File: config.mk
export PLATFORM = sky130hd
export DESIGN_NAME = mem_line_ctrl
export DESIGN_NICKNAME = d
export VERILOG_FILES = /design/src/rtl/mem_line_ctrl.sv
export SDC_FILE = /design/constraint.sdc
export NUM_CORES = 1
export LEC_CHECK = 0
export ABC_AREA = 1
export CORE_ASPECT_RATIO = 1.4
export CORE_MARGIN = 10
export CORE_UTILIZATION = 57
export CTS_CLUSTER_SIZE = 16
export DETAILED_ROUTE_END_ITERATION = 10
export DONT_BUFFER_PORTS = 1
export PLACE_DENSITY = 0.68
export SLEW_MARGIN = 30
export SYNTH_ARGS = -nofsm -noshare
export SYNTH_HDL_FRONTEND = slang
export SYNTH_SLANG_ARGS = --single-unit
File: constraint.sdc
create_clock -name clk -period 6.9 [get_ports clk]
set_input_delay 1.38 -clock clk [delete_from_list [all_inputs] [get_ports clk]]
set_output_delay 1.38 -clock clk [all_outputs]
set_load 0.005 [all_outputs]
File: src/rtl/mem_line_ctrl.sv
// mem_line_ctrl: moves one cache line between a line-wide requester and a word-wide bank.
// Optional feature: define MEM_LINE_CTRL_RANGE_CHECK_EN to reject lines that fall past MEM_DEPTH.
module mem_line_ctrl #(
    parameter int WORDS_PER_LINE = 4,
    parameter int ACCESS_LAT     = 2,
    parameter int MEM_DEPTH      = 256
) (
    input  logic                          clk,
    input  logic                          rst,
    input  logic                          req_valid,
    output logic                          req_ready,
    input  logic                          req_we,
    input  logic [27:0]                   req_addr,
    input  logic [32*WORDS_PER_LINE-1:0]  req_wline,
    output logic                          resp_valid,
    input  logic                          resp_ready,
    output logic [32*WORDS_PER_LINE-1:0]  resp_rline,
    output logic                          resp_err,
    output logic [27:0]                   mem_addr,
    output logic                          mem_write_en,
    output logic [31:0]                   mem_wdata,
    input  logic [31:0]                   mem_rdata
);
    localparam int LW     = 32 * WORDS_PER_LINE;
    localparam int BEAT_W = (WORDS_PER_LINE > 1) ? $clog2(WORDS_PER_LINE) : 1;
    localparam int WAIT_W = (ACCESS_LAT > 0) ? $clog2(ACCESS_LAT + 1) : 1;
    localparam logic [27:0]       ALIGN_MASK = ~28'(WORDS_PER_LINE - 1);
    localparam logic [BEAT_W-1:0] LAST_BEAT  = BEAT_W'(WORDS_PER_LINE - 1);
    localparam logic [WAIT_W-1:0] LAST_WAIT  = WAIT_W'(ACCESS_LAT);

    if (MEM_DEPTH < WORDS_PER_LINE) begin : g_depth_check
        $error("mem_line_ctrl: MEM_DEPTH must hold at least one line");
    end

    // Handshakes: a request transfers on a rising edge with req_valid && req_ready,
    // a response on a rising edge with resp_valid && resp_ready; valid never waits on ready.
    typedef enum logic [1:0] {
        IDLE = 2'd0,
        BUSY = 2'd1,
        RESP = 2'd2
    } state_t;

    state_t            state;
    logic [27:0]       base;
    logic              we_q;
    logic [LW-1:0]     wline_q;
    logic [LW-1:0]     rline_q;
    logic [BEAT_W-1:0] beat;
    logic [WAIT_W-1:0] wait_cnt;

    logic [27:0]       aligned_addr;
    logic              beat_done;
    logic              range_err;
    logic [31:0]       wword;

    assign aligned_addr = req_addr & ALIGN_MASK;
    assign beat_done    = (state == BUSY) && (wait_cnt == LAST_WAIT);
    assign wword        = wline_q[32*beat +: 32];

`ifdef MEM_LINE_CTRL_RANGE_CHECK_EN
    logic err_q;
    assign range_err = ({4'd0, aligned_addr} + 32'(WORDS_PER_LINE)) > 32'(MEM_DEPTH);
    assign resp_err  = err_q;
`else
    assign range_err = 1'b0;
    assign resp_err  = 1'b0;
`endif

    assign req_ready    = (state == IDLE);
    assign resp_valid   = (state == RESP);
    assign resp_rline   = rline_q;
    assign mem_addr     = (state == BUSY) ? base + 28'(beat) : 28'd0;
    assign mem_write_en = beat_done && we_q;
    assign mem_wdata    = ((state == BUSY) && we_q) ? wword : 32'd0;

    always_ff @(posedge clk) begin
        if (rst) begin
            state    <= IDLE;
            base     <= '0;
            we_q     <= 1'b0;
            wline_q  <= '0;
            rline_q  <= '0;
            beat     <= '0;
            wait_cnt <= '0;
`ifdef MEM_LINE_CTRL_RANGE_CHECK_EN
            err_q    <= 1'b0;
`endif
        end else begin
            case (state)
                IDLE: begin
                    if (req_valid) begin
                        base     <= aligned_addr;
                        we_q     <= req_we;
                        wline_q  <= req_wline;
                        beat     <= '0;
                        wait_cnt <= '0;
`ifdef MEM_LINE_CTRL_RANGE_CHECK_EN
                        err_q    <= range_err;
`endif
                        // A rejected line skips the bank entirely and answers with zeros.
                        if (range_err) begin
                            rline_q <= '0;
                            state   <= RESP;
                        end else begin
                            rline_q <= req_we ? req_wline : '0;
                            state   <= BUSY;
                        end
                    end
                end
                BUSY: begin
                    if (wait_cnt == LAST_WAIT) begin
                        wait_cnt <= '0;
                        if (!we_q) begin
                            rline_q[32*beat +: 32] <= mem_rdata;
                        end
                        if (beat == LAST_BEAT) begin
                            state <= RESP;
                        end else begin
                            beat <= beat + 1'b1;
                        end
                    end else begin
                        wait_cnt <= wait_cnt + 1'b1;
                    end
                end
                RESP: begin
                    if (resp_ready) begin
                        state <= IDLE;
                    end
                end
                default: state <= IDLE;
            endcase
        end
    end

endmodule

==> impl_metrics.toml <==
[run_status]
status = "finished, final reports clean"

[cts]
cts-root-buf = "clkbuf_16"
post-cts-setup-buffer-count = 0
postCtsHoldBufs = 0
clk_transition_reported_paths_ns = 0.06
cts_tree = "done"
numCtsBuffers = 29
h-tree-depth = 1
cts-resized-gates = 0
clk_path_buf_depth = 3
insertion_delay_ns = 0.55
cts.sinks = 289

[layout]
fin_util_pct = 61.9
design_area_um2 = 15300
final_cells = 2649
drive_above_1_share_pct = 3.77
fin_nets = 2509
area.growth.synth_to_final_pct = 6.37

[global_route]
grt_pass1_wl_um = 74600
antenna_found_initial = 1
grt_max_degree = 128
track_usage_pct = 28.5
grt_overflow_total = 0
grt_pass1_vias = 12580

[routing]
drt-total-wl_um = 48800
vias = 13885
route.detailed.drc = 0
viasPerCell = 5.24
antenna_left = 0
drt_iter0_markers = 1231
post_drt_wl_per_cell_um = 18.4
drtPass1Iterations = 6

[timing]
drv_slew = 0
slew_headroom_pct = 40.1
rsz0062_at_grt = "false"
hold_violations = 0
setup_viol = 0
period_share_pct = 56.2
finalSetupTns_ns = 0
worst_pin_slew_ns = 0.898
fmax_mhz = 258
period_needed_ns = 3.88
clock_skew_ns = 0.0165

[setup_path]
worstPathMaxFanout = 70
arrival_ns = 2.50
crit_type = "reg2out"
worstPathCellList = "inv_4 -> buf_4 -> o21ai_0 -> a21oi_1"
required_ns = 5.52
cpPeakStageDelay_ns = 0.49
cp-end-kind = "output pin"
cp_slowest_cell = "inv_4"
critPathLaunchType = "flip-flop"

[yosys]
ys_warn_count = 0
ys_types = 19
netlist_instances = 2420
synth-seq-cells = 289
synthTopCellsByArea = "dfxtp_1, nor2_1, nand2_1"
synth.cell_area_um2 = 14400
synth_top_area_share_pct = 40.2
yosysSeqAreaShare_pct = 40.2
syn_nets = 2618
synth_area_leader_cell = "dfxtp_1"
avgSynthCellArea_um2 = 5.95

[min_path]
hold_path_class = "reg2reg"

[flow_run]
cap_violations = 0

[die]
die_h_um = 208
rows = 68
die_w_um = 154
fp.dieArea_um2 = 32100
pin_count = 385
coreArea_um2 = 24800
start_util_pct = 58.2

[pwr]
power_mw = 4.45
peakVddDrop_v = 0.000218
p_per_area_nw_per_um2 = 290
leakagePower_nw = 7.36

[placement]
dp_cells = 2595
dp_hpwl_um = 34100
io_buffers = 0
placed_cell_area_um2 = 14300
place_congestion = 0.949
## cell families (layout without fill, tap and decap cells)
kind of cell    Yosys count  in the layout  share of synthesized area [%]
compound gates          292            292                           10.2
fa+ha+maj                 5              5                          0.434
simple gates           1465           1465                           39.0
flops                   289            289                           40.2
other cells               1              2                         0.0260
buf+inv                 368            281                           10.1
## worst paths after layout
path              cells after the start  slack (ns)             end  startpoint
setup / recovery                      4        3.02   mem_wdata[31]     beat[0]
hold / removal                        2        0.45        base[14]    base[14]
setup reg to reg                      9        3.72  resp_rline[62]    state[1]
hold reg to reg                       2        0.45        base[14]    base[14]
## cell type report
| type | instances | area, um2 |
|---|---|---|
| repair buffers | 21 | 165 |
| multi-input cells | 1763 | 7180 |
| well taps | 315 | 394 |
| clock buffers | 36 | 762 |
| clock inverters | 17 | 246 |
| fillers | 2552 | 9430 |
| flip-flops and latches | 289 | 5790 |
| inverters | 207 | 791 |
| diodes | 1 | 2.50 |
## where the power goes
group,switching (mW),total [mW],internal [mW]
Combinational,0.535,0.771,0.235
Clock,0.685,1.69,1.01
Sequential,0.130,1.98,1.85
## worst max-delay path: cells and delay by family (launching register included)
family,cells,cell delay [ns]
compound gates,2,0.65
buf+inv,2,0.93
flops,1,0.34
## per-layer routing
metal	vias up	routed length (um)	share of wire, %	track usage (%)
met4	2	1720	3.5	9.51
met2	593	20800	43	42.0
met5	-	13	0.027	0
li1	7120	-	-	-
met3	86	5910	12	10.7
met1	6084	20400	42	37.4
## synth_stat cells
cell      number
nand4_2        4
buf_4          6
clkinv_1       3
ha_1           5
nor2_1       769
nand2_1      620
buf_2         46
a21oi_1       66
inv_1        201
inv_2          3
o21ai_0      224
buf_1         10
a211oi_1       1
clkbuf_1      99
nand3_1       71
a21oi_2        1
dfxtp_1      289
conb_1         1
nand2_2        1
## state kept, by name (all words and copies together) (netlist names)
register / flops
wline_q: 128
state: 2
wait_cnt: 2
beat: 2
resp_rline: 128
base: 26
we_q: 1
## through the flow
stage | hold slack (ns) | setup slack (ns)
3_5_place_dp | 0.443 | 3.22
5_1_grt | 0.477 | 2.88
2_1_floorplan | 0.425 | 4.17
6_report | 0.453 | 3.02
4_1_cts | 0.452 | 3.05
3_3_place_gp | 0.433 | 2.95
## cells in the final DEF (no fill, tap or decap), types with 3 or more instances in the layout
master / instances
inv_2: 3
clkbuf_1: 6
buf_4: 19
inv_4: 3
nor2_2: 4
ha_1: 5
clkbuf_16: 29
clkinv_2: 9
bufinv_16: 6
nand3_1: 71
inv_1: 199
o21ai_0: 224
nand2_1: 619
dfxtp_1: 288
a21oi_1: 66
nor2_1: 765
nand4_2: 4
No activity file was read; power rests on OpenSTA's default activity.
